<file path="src/rtl/mac_seq_pkg.sv">
// Shared types and default widths for the mac sequencer.
package mac_seq_pkg;

  localparam int DATA_W = 8;
  localparam int ACC_W  = 32;
  localparam int LEN_W  = 8;

  typedef enum logic [2:0] {
    IDLE,
    CLEAR,
    LOAD,
    MULT,
    ACC,
    CAPT,
    DONE
  } mac_seq_state_t;

endpackage

</file>
<file path="src/rtl/mac_len_cnt.sv">
// Loadable down-counter tracking how many operand pairs are still to be processed.
module mac_len_cnt #(
  parameter int LEN_W = mac_seq_pkg::LEN_W
) (
  input  logic             clk,
  input  logic             reset,
  input  logic             load_i,
  input  logic             dec_i,
  input  logic [LEN_W-1:0] len_i,
  output logic [LEN_W-1:0] count_o,
  output logic             zero_o
);
  import mac_seq_pkg::*;

  logic [LEN_W-1:0] count_q;
  logic [LEN_W-1:0] count_d;

  // Load wins over decrement; the count never wraps below zero.
  always_comb begin
    count_d = count_q;
    if (load_i) begin
      count_d = len_i;
    end else if (dec_i && (count_q != '0)) begin
      count_d = count_q - LEN_W'(1);
    end
  end

  // Count register, cleared asynchronously.
  always_ff @(posedge clk or posedge reset) begin
    if (reset) begin
      count_q <= '0;
    end else begin
      count_q <= count_d;
    end
  end

  assign count_o = count_q;
  assign zero_o  = (count_q == '0);

endmodule

</file>
<file path="src/rtl/mac_seq_ctrl.sv">
// Dot-product sequencer: streams operand pairs into a mac and returns the sum.
module mac_seq_ctrl #(
  parameter int DATA_W = mac_seq_pkg::DATA_W,
  parameter int ACC_W  = mac_seq_pkg::ACC_W,
  parameter int LEN_W  = mac_seq_pkg::LEN_W
) (
  input  logic              clk,
  input  logic              reset,
  input  logic              start,
  input  logic [LEN_W-1:0]  len,
  input  logic              abort,
  output logic              busy,
  input  logic              op_valid,
  output logic              op_ready,
  input  logic [DATA_W-1:0] op_a,
  input  logic [DATA_W-1:0] op_b,
  output logic [DATA_W-1:0] mac_a,
  output logic [DATA_W-1:0] mac_b,
  output logic              mac_clr,
  output logic              mac_load_en,
  output logic              mac_mult_en,
  output logic              mac_acc_en,
  input  logic [ACC_W-1:0]  mac_acc,
  output logic              res_valid,
  input  logic              res_ready,
  output logic [ACC_W-1:0]  res_data
);
  import mac_seq_pkg::*;

  mac_seq_state_t   state_q;
  mac_seq_state_t   state_d;
  logic [ACC_W-1:0] resData_q;
  logic [ACC_W-1:0] resData_d;
  logic [LEN_W-1:0] remCount;
  logic             remZero;
  logic             cntLoad;
  logic             cntDec;
  logic             lastElem;

  assign cntLoad  = (state_q == IDLE) && start;
  assign cntDec   = (state_q == ACC);
  assign lastElem = (remCount == LEN_W'(1));

  mac_len_cnt #(
    .LEN_W (LEN_W)
  ) u_len_cnt (
    .clk     (clk),
    .reset   (reset),
    .load_i  (cntLoad),
    .dec_i   (cntDec),
    .len_i   (len),
    .count_o (remCount),
    .zero_o  (remZero)
  );

  // State register; reset abandons any operation in flight.
  always_ff @(posedge clk or posedge reset) begin
    if (reset) begin
      state_q <= IDLE;
    end else begin
      state_q <= state_d;
    end
  end

  // Next-state logic; abort overrides everything except IDLE and DONE.
  always_comb begin
    state_d = state_q;
    case (state_q)
      IDLE:  if (start) state_d = CLEAR;
      CLEAR: state_d = remZero ? CAPT : LOAD;
      LOAD:  if (op_valid) state_d = MULT;
      MULT:  state_d = ACC;
      ACC:   state_d = lastElem ? CAPT : LOAD;
      CAPT:  state_d = DONE;
      DONE:  if (res_ready) state_d = IDLE;
      default: state_d = IDLE;
    endcase
    if (abort && (state_q != IDLE) && (state_q != DONE)) begin
      state_d = IDLE;
    end
  end

  // Result register samples the accumulator once, in the cycle after the last accumulate.
  always_comb begin
    resData_d = resData_q;
    if (state_q == CAPT) begin
      resData_d = mac_acc;
    end
  end

  // Result holding register, cleared asynchronously.
  always_ff @(posedge clk or posedge reset) begin
    if (reset) begin
      resData_q <= '0;
    end else begin
      resData_q <= resData_d;
    end
  end

  // Output decode: each mac enable belongs to exactly one state, so they never overlap.
  always_comb begin
    busy        = (state_q != IDLE);
    op_ready    = 1'b0;
    mac_a       = '0;
    mac_b       = '0;
    mac_clr     = 1'b0;
    mac_load_en = 1'b0;
    mac_mult_en = 1'b0;
    mac_acc_en  = 1'b0;
    res_valid   = 1'b0;
    case (state_q)
      CLEAR: mac_clr = 1'b1;
      LOAD: begin
        op_ready    = 1'b1;
        mac_load_en = op_valid;
        mac_a       = op_a;
        mac_b       = op_b;
      end
      MULT:  mac_mult_en = 1'b1;
      ACC:   mac_acc_en  = 1'b1;
      DONE:  res_valid   = 1'b1;
      default: begin
      end
    endcase
  end

  assign res_data = resData_q;

endmodule

</file>
<file path="config.mk">
export PLATFORM = sky130hd
export DESIGN_NAME = mac_seq_ctrl
export DESIGN_NICKNAME = d
export VERILOG_FILES = /design/src/rtl/mac_seq_pkg.sv /design/src/rtl/mac_len_cnt.sv /design/src/rtl/mac_seq_ctrl.sv
export SDC_FILE = /design/constraint.sdc
export NUM_CORES = 1
export LEC_CHECK = 0
export ABC_CLOCK_PERIOD_IN_PS = 3300
export CAP_MARGIN = 10
export CORE_MARGIN = 3
export CORE_UTILIZATION = 41
export CTS_CLUSTER_SIZE = 40
export DETAILED_ROUTE_END_ITERATION = 7
export PLACE_DENSITY_LB_ADDON = 0.08
export SETUP_SLACK_MARGIN = 0.02
export SLEW_MARGIN = 20
export SYNTH_ARGS = -nofsm -noshare
export SYNTH_HDL_FRONTEND = slang
export SYNTH_SLANG_ARGS = --single-unit
</file>
<file path="constraint.sdc">
create_clock -name clk -period 3.3 [get_ports clk]
set_input_delay 0.66 -clock clk [delete_from_list [all_inputs] [get_ports clk]]
set_output_delay 0.66 -clock clk [all_outputs]
set_load 0.02 [all_outputs]
</file>
* Word level (Yosys, flattened, before mapping)
Index checks and enable logic that the tools add are counted. W data, S select, Z words.
Operators by class: $add $sub $neg 1, multiply operators 0, div/mod/pow operators 0, magnitude comparators 0, equal/unequal tests 11, shift-type cells 0, muxes and demuxes 17, bitwise operators 0, reductions and logical operators 10
Operators with widths (number):
- $mux W8 | 4
- $pmux W3 S7 | 1
- $mux W3 | 6
- $eq A3 B3 Y1 const B | 3
- $ne A3 B3 Y1 const B | 3
- $eq A8 B1 Y1 const B | 1
- $logic_not A8 Y1 | 1
- $reduce_bool A8 Y1 | 1
- $sub A8 B1 Y8 const B | 1
- $eq A3 B2 Y1 const B | 2
- $mux W1 | 6
- $logic_and A1 B1 Y1 | 4
- $eq A3 B1 Y1 const B | 1
- $logic_not A3 Y1 | 1
- $ne A3 B2 Y1 const B | 1
- $reduce_and A3 Y1 | 1
- $reduce_bool A3 Y1 | 1
- $reduce_bool A2 Y1 | 1
Storage, ports and cells: register bits after elaboration 43, bits in latches 0, bits in writable memories 0, ROM bits 0, bits of input ports 62, output and inout port bits 55, word-level logic and storage cells 42, memories kept 0

* Longest topological paths before layout
word-level depth 5, gate-level depth with buffers 7, gate-level depth less buffers 7

* Modules after synthesis
A second synthesis with hierarchy kept.
Second synthesis, totals: cell total of the unflattened synthesis 182, area total of the unflattened synthesis 2258.4 µm²
Modules (own cells, without submodules):
- mac_seq_ctrl | times used 1, cells an instance 129, area each 1762.9 µm², seq. area each 875.8 µm²
- mac_len_cnt | times used 1, cells an instance 53, area each 495.5 µm², seq. area each 200.2 µm²

* Worst setup path after synthesis
No wires, ideal clock.
path kind register -> output, from reg state_q[0], to out mac_a[0], data arrival time 1.291 ns, data required time 2.640 ns, path slack 1.349 ns, cell stages (with the launch flop) 5, path buffers 2, path through dfrtp_1 buf_4 nor2_1 clkbuf_1 and3_1
On the way: longest elaborated chain between the ends 2
Ends and longest elaborated chain:
- start: declaration | line mac_seq_ctrl.sv:30 | mac_seq_state_t state_q;
- start signal: assignment | line mac_seq_ctrl.sv:61 | state_q <= state_d;
- $eq A3 B2 Y1 | line mac_seq_ctrl.sv:111 | case (state_q)
- $mux W8 | line mac_seq_ctrl.sv:111
- end: declaration | line mac_seq_ctrl.sv:17 | output logic [DATA_W-1:0] mac_a,
Every way passes these cells.

* Worst setup path after layout
from reg state_q[1], to out mac_acc_en
On the way: longest elaborated chain between the ends 2
Ends and longest elaborated chain:
- $eq A3 B3 Y1 | line mac_seq_ctrl.sv:111
- $mux W1 | line mac_seq_ctrl.sv:111
- end: declaration | line mac_seq_ctrl.sv:22 | output logic mac_acc_en,
Every way passes these cells.

==> impl_metrics.env <==
export IMPL_status="complete, no violations"
export IMPL_area_growth_pct=62.82
export IMPL_synth_top_area_cell="dfrtp_1"
export IMPL_postCtsSetupBuffers=0
export IMPL_die_w_um=77.45
export IMPL_port_buffers=116
export IMPL_cts_sinks=43
export IMPL_die_area_um2=5999
export IMPL_finalCritPeriodShare_pct=84.80
export IMPL_required_ns=2.64
export IMPL_synth_avg_cell_area_um2=11.63
export IMPL_ys_async_sr_fraction_pct=100.0
export IMPL_wl_per_cell_um=14.82
export IMPL_hold_buffers=0
export IMPL_root_buffer="clkbuf_8"
export IMPL_final_nets=360
export IMPL_synth_flop_cell="dfrtp_1"
export IMPL_p_per_area_nw_per_um2=877.6
export IMPL_end_kind="output pin"
export IMPL_rsz0062_at_grt="no"
export IMPL_gp_congestion=0.7305
export IMPL_max_slew_margin_pct=36.78
export IMPL_core_rowCount=25
export IMPL_period_minus_slack_ns=2.798
export IMPL_start_kind="register"
export IMPL_vias=1792
export IMPL_worstMarginPinSlew_ns=0.9425
export IMPL_grt_start_max_net_pins=33
export IMPL_grt_util_all_layers_pct=18.64
export IMPL_cts_buffers=5
export IMPL_hold_violations=0
export IMPL_ir_drop_mv=0.4599
export IMPL_cp_data_arrival_time_ns=2.14
export IMPL_clk_pin_slew_ns=0.08
export IMPL_synth_seq_area_share_pct=51.40
export IMPL_synth_most_common_cell="dfrtp_1"
export IMPL_initial_core_util_pct=43.45
export IMPL_path_class="register to output pin"
export IMPL_post_cts_resized=0
export IMPL_syn_nets=245
export IMPL_fin_skew_ns=0.002868
export IMPL_worst_path_max_fanout=27
export IMPL_drt_iter0_markers=58
export IMPL_dp_hpwl_mm=4.200
export IMPL_synthTopCellsByCount="dfrtp_1, mux2_2, and3_1"
export IMPL_ys_warn_count=0
export IMPL_htree_levels=2
export IMPL_fp_dieH_um=77.45
export IMPL_final_max_slew_violation_count=0
export IMPL_grt_pass1_vias=1861
export IMPL_antenna_found_initial=0
export IMPL_core_um2=4817
export IMPL_yosys_area_share_adder_pct=1.793
export IMPL_syn_inst=180
export IMPL_max_freq_ghz=0.3574
export IMPL_yosysTopAreaCellShare_pct=51.40
export IMPL_ant_nets=0
export IMPL_synth_simple_area_share_pct=16.86
export IMPL_synthDistinctLibCells=37
export IMPL_cts_tree="done"
export IMPL_setup_tns_final_ns=0
export IMPL_layout_drive_gt1_share_pct=16.22
export IMPL_hp_class="register to register"
export IMPL_synth_enable_flop_cells=0
export IMPL_synth_area_mux_share_pct=17.75
export IMPL_synth_top_family_by_area="multiplexers"
export IMPL_syn_cell_area_um2=2093
export IMPL_wirelength_mm=5.379
export IMPL_synth_xor_area_share_pct=2.510
export IMPL_finalSetupViolations=0
export IMPL_antenna_cells=0
export IMPL_grt_pass1_wl_mm=8.942
export IMPL_power_leakage_nw=1.428
export IMPL_postLayoutCellArea_um2=3408
export IMPL_clockBufferDepth=2
export IMPL_netlist_top_cells_area="dfrtp_1, mux2_2, and3_1, nand2_1, o21ai_0"
export IMPL_place_area_um2=3304
export IMPL_viasPerCell=4.937
export IMPL_ios=117
export IMPL_firstDrtPassIters=4
export IMPL_synth_compound_area_share_pct=6.097
export IMPL_grt_remaining_overflow=0
export IMPL_drc_errors=0
export IMPL_n_fill_cell=407
export IMPL_ys_ff_latch=43
export IMPL_clk_latency_ns=0.29
export IMPL_drv_cap=0
routing by layer:
layer,routed length (um),up-vias,GRT usage (%)
met2,2571,87,30.22
met3,629,4,8.701
met5,0,-,0
met1,2156,841,22.35
li1,-,860,-
met4,22,0,4.804
power breakdown:
part / leakage, nW / switching [mW] / internal [mW]
clock network: 0.0505 / 0.174 / 0.190
logic: 0.867 / 0.766 / 0.846
registers: 0.511 / 0.225 / 0.789
total: 1.43 / 1.17 / 1.83
worst paths after layout:
path	startpoint	end	slack (ns)	cells after the start
hold / removal	res_data[3]$_DFFE_PP0P_	res_data[3]$_DFFE_PP0P_	0.50	1
setup reg to reg	state_q[1]$_DFFE_PP0P_	res_data[14]$_DFFE_PP0P_	1.16	3
max in group asynchronous	reset	u_len_cnt.count_o[0]$_DFFE_PP0P_	1.84	3
setup / recovery	state_q[1]$_DFFE_PP0P_	mac_acc_en	0.50	3
min in group asynchronous	reset	res_data[10]$_DFFE_PP0P_	0.77	2
hold reg to reg	res_data[3]$_DFFE_PP0P_	res_data[3]$_DFFE_PP0P_	0.50	1
stage by stage:
step           cells  total power [mW]  hold WS [ns]  util (%)  worst slack [ns]
3_3_place_gp     355             2.613        0.4793     68.60            0.7477
3_5_place_dp     355             2.653        0.4850     68.60            0.7479
5_1_grt          363             3.200        0.5208     70.75            0.3613
4_1_cts          363             3.029        0.5058     70.75            0.4796
2_1_floorplan    180             1.882        0.5883         -             1.349
6_report         363             2.991        0.4990     70.75            0.5017
registers in the layout, indices dropped and copies added, names as in the netlist:
signal	count
u_len_cnt.count_o	8
res_data	32
state_q	3
cell usage in the layout (no fill, tap or decap), drive strengths merged:
cell and count:
clkinv 1, a21oi 2, or2 1, nor4 2, nand2 11, o211ai 1, inv 4, nor4b 1
nor2 9, a31oi 3, nor2b 1, o22ai 1, and4bb 1, or3b 1, a311oi 1, or2b 1
o21ai 9, clkbuf 7, nor3 5, clkdlybuf4s50 116, buf 3, dfrtp 43, xor2 3, and3 18
o311ai 1, nand3 4, clkinvlp 1, or3 1, and4 1, ha 3, nand2b 3, a21o 1
xnor2 3, mux2 33
critical path, stage by stage, from the launching register on:
cell	delay [ns]
dfrtp_1	0.62
or3b_4	0.51
inv_1	0.10
clkdlybuf4s50_1	0.61
area by class of cell:
type,count,area (um^2),share of cell area [%]
Tap cell,67,83.83,2.460
Inverter,5,18.77,0.5507
Multi-Input combinational cell,121,942.2,27.64
Timing Repair Buffer,119,1184,34.73
Clock buffer,7,96.34,2.827
Sequential cell,43,1076,31.57
Clock inverter,1,7.507,0.2203
logic make-up (layout without fill, tap and decap cells):
logic type | after synthesis | in the layout
DFF | 43 | 43
muxes | 33 | 33
buffers and inverters | 16 | 132
AOI/OAI and AO/OA | 19 | 19
and+or+nand+nor | 60 | 60
adders and majority gates | 3 | 3
xor gates and xnor gates | 6 | 6
(Power assumes the default switching activity.)
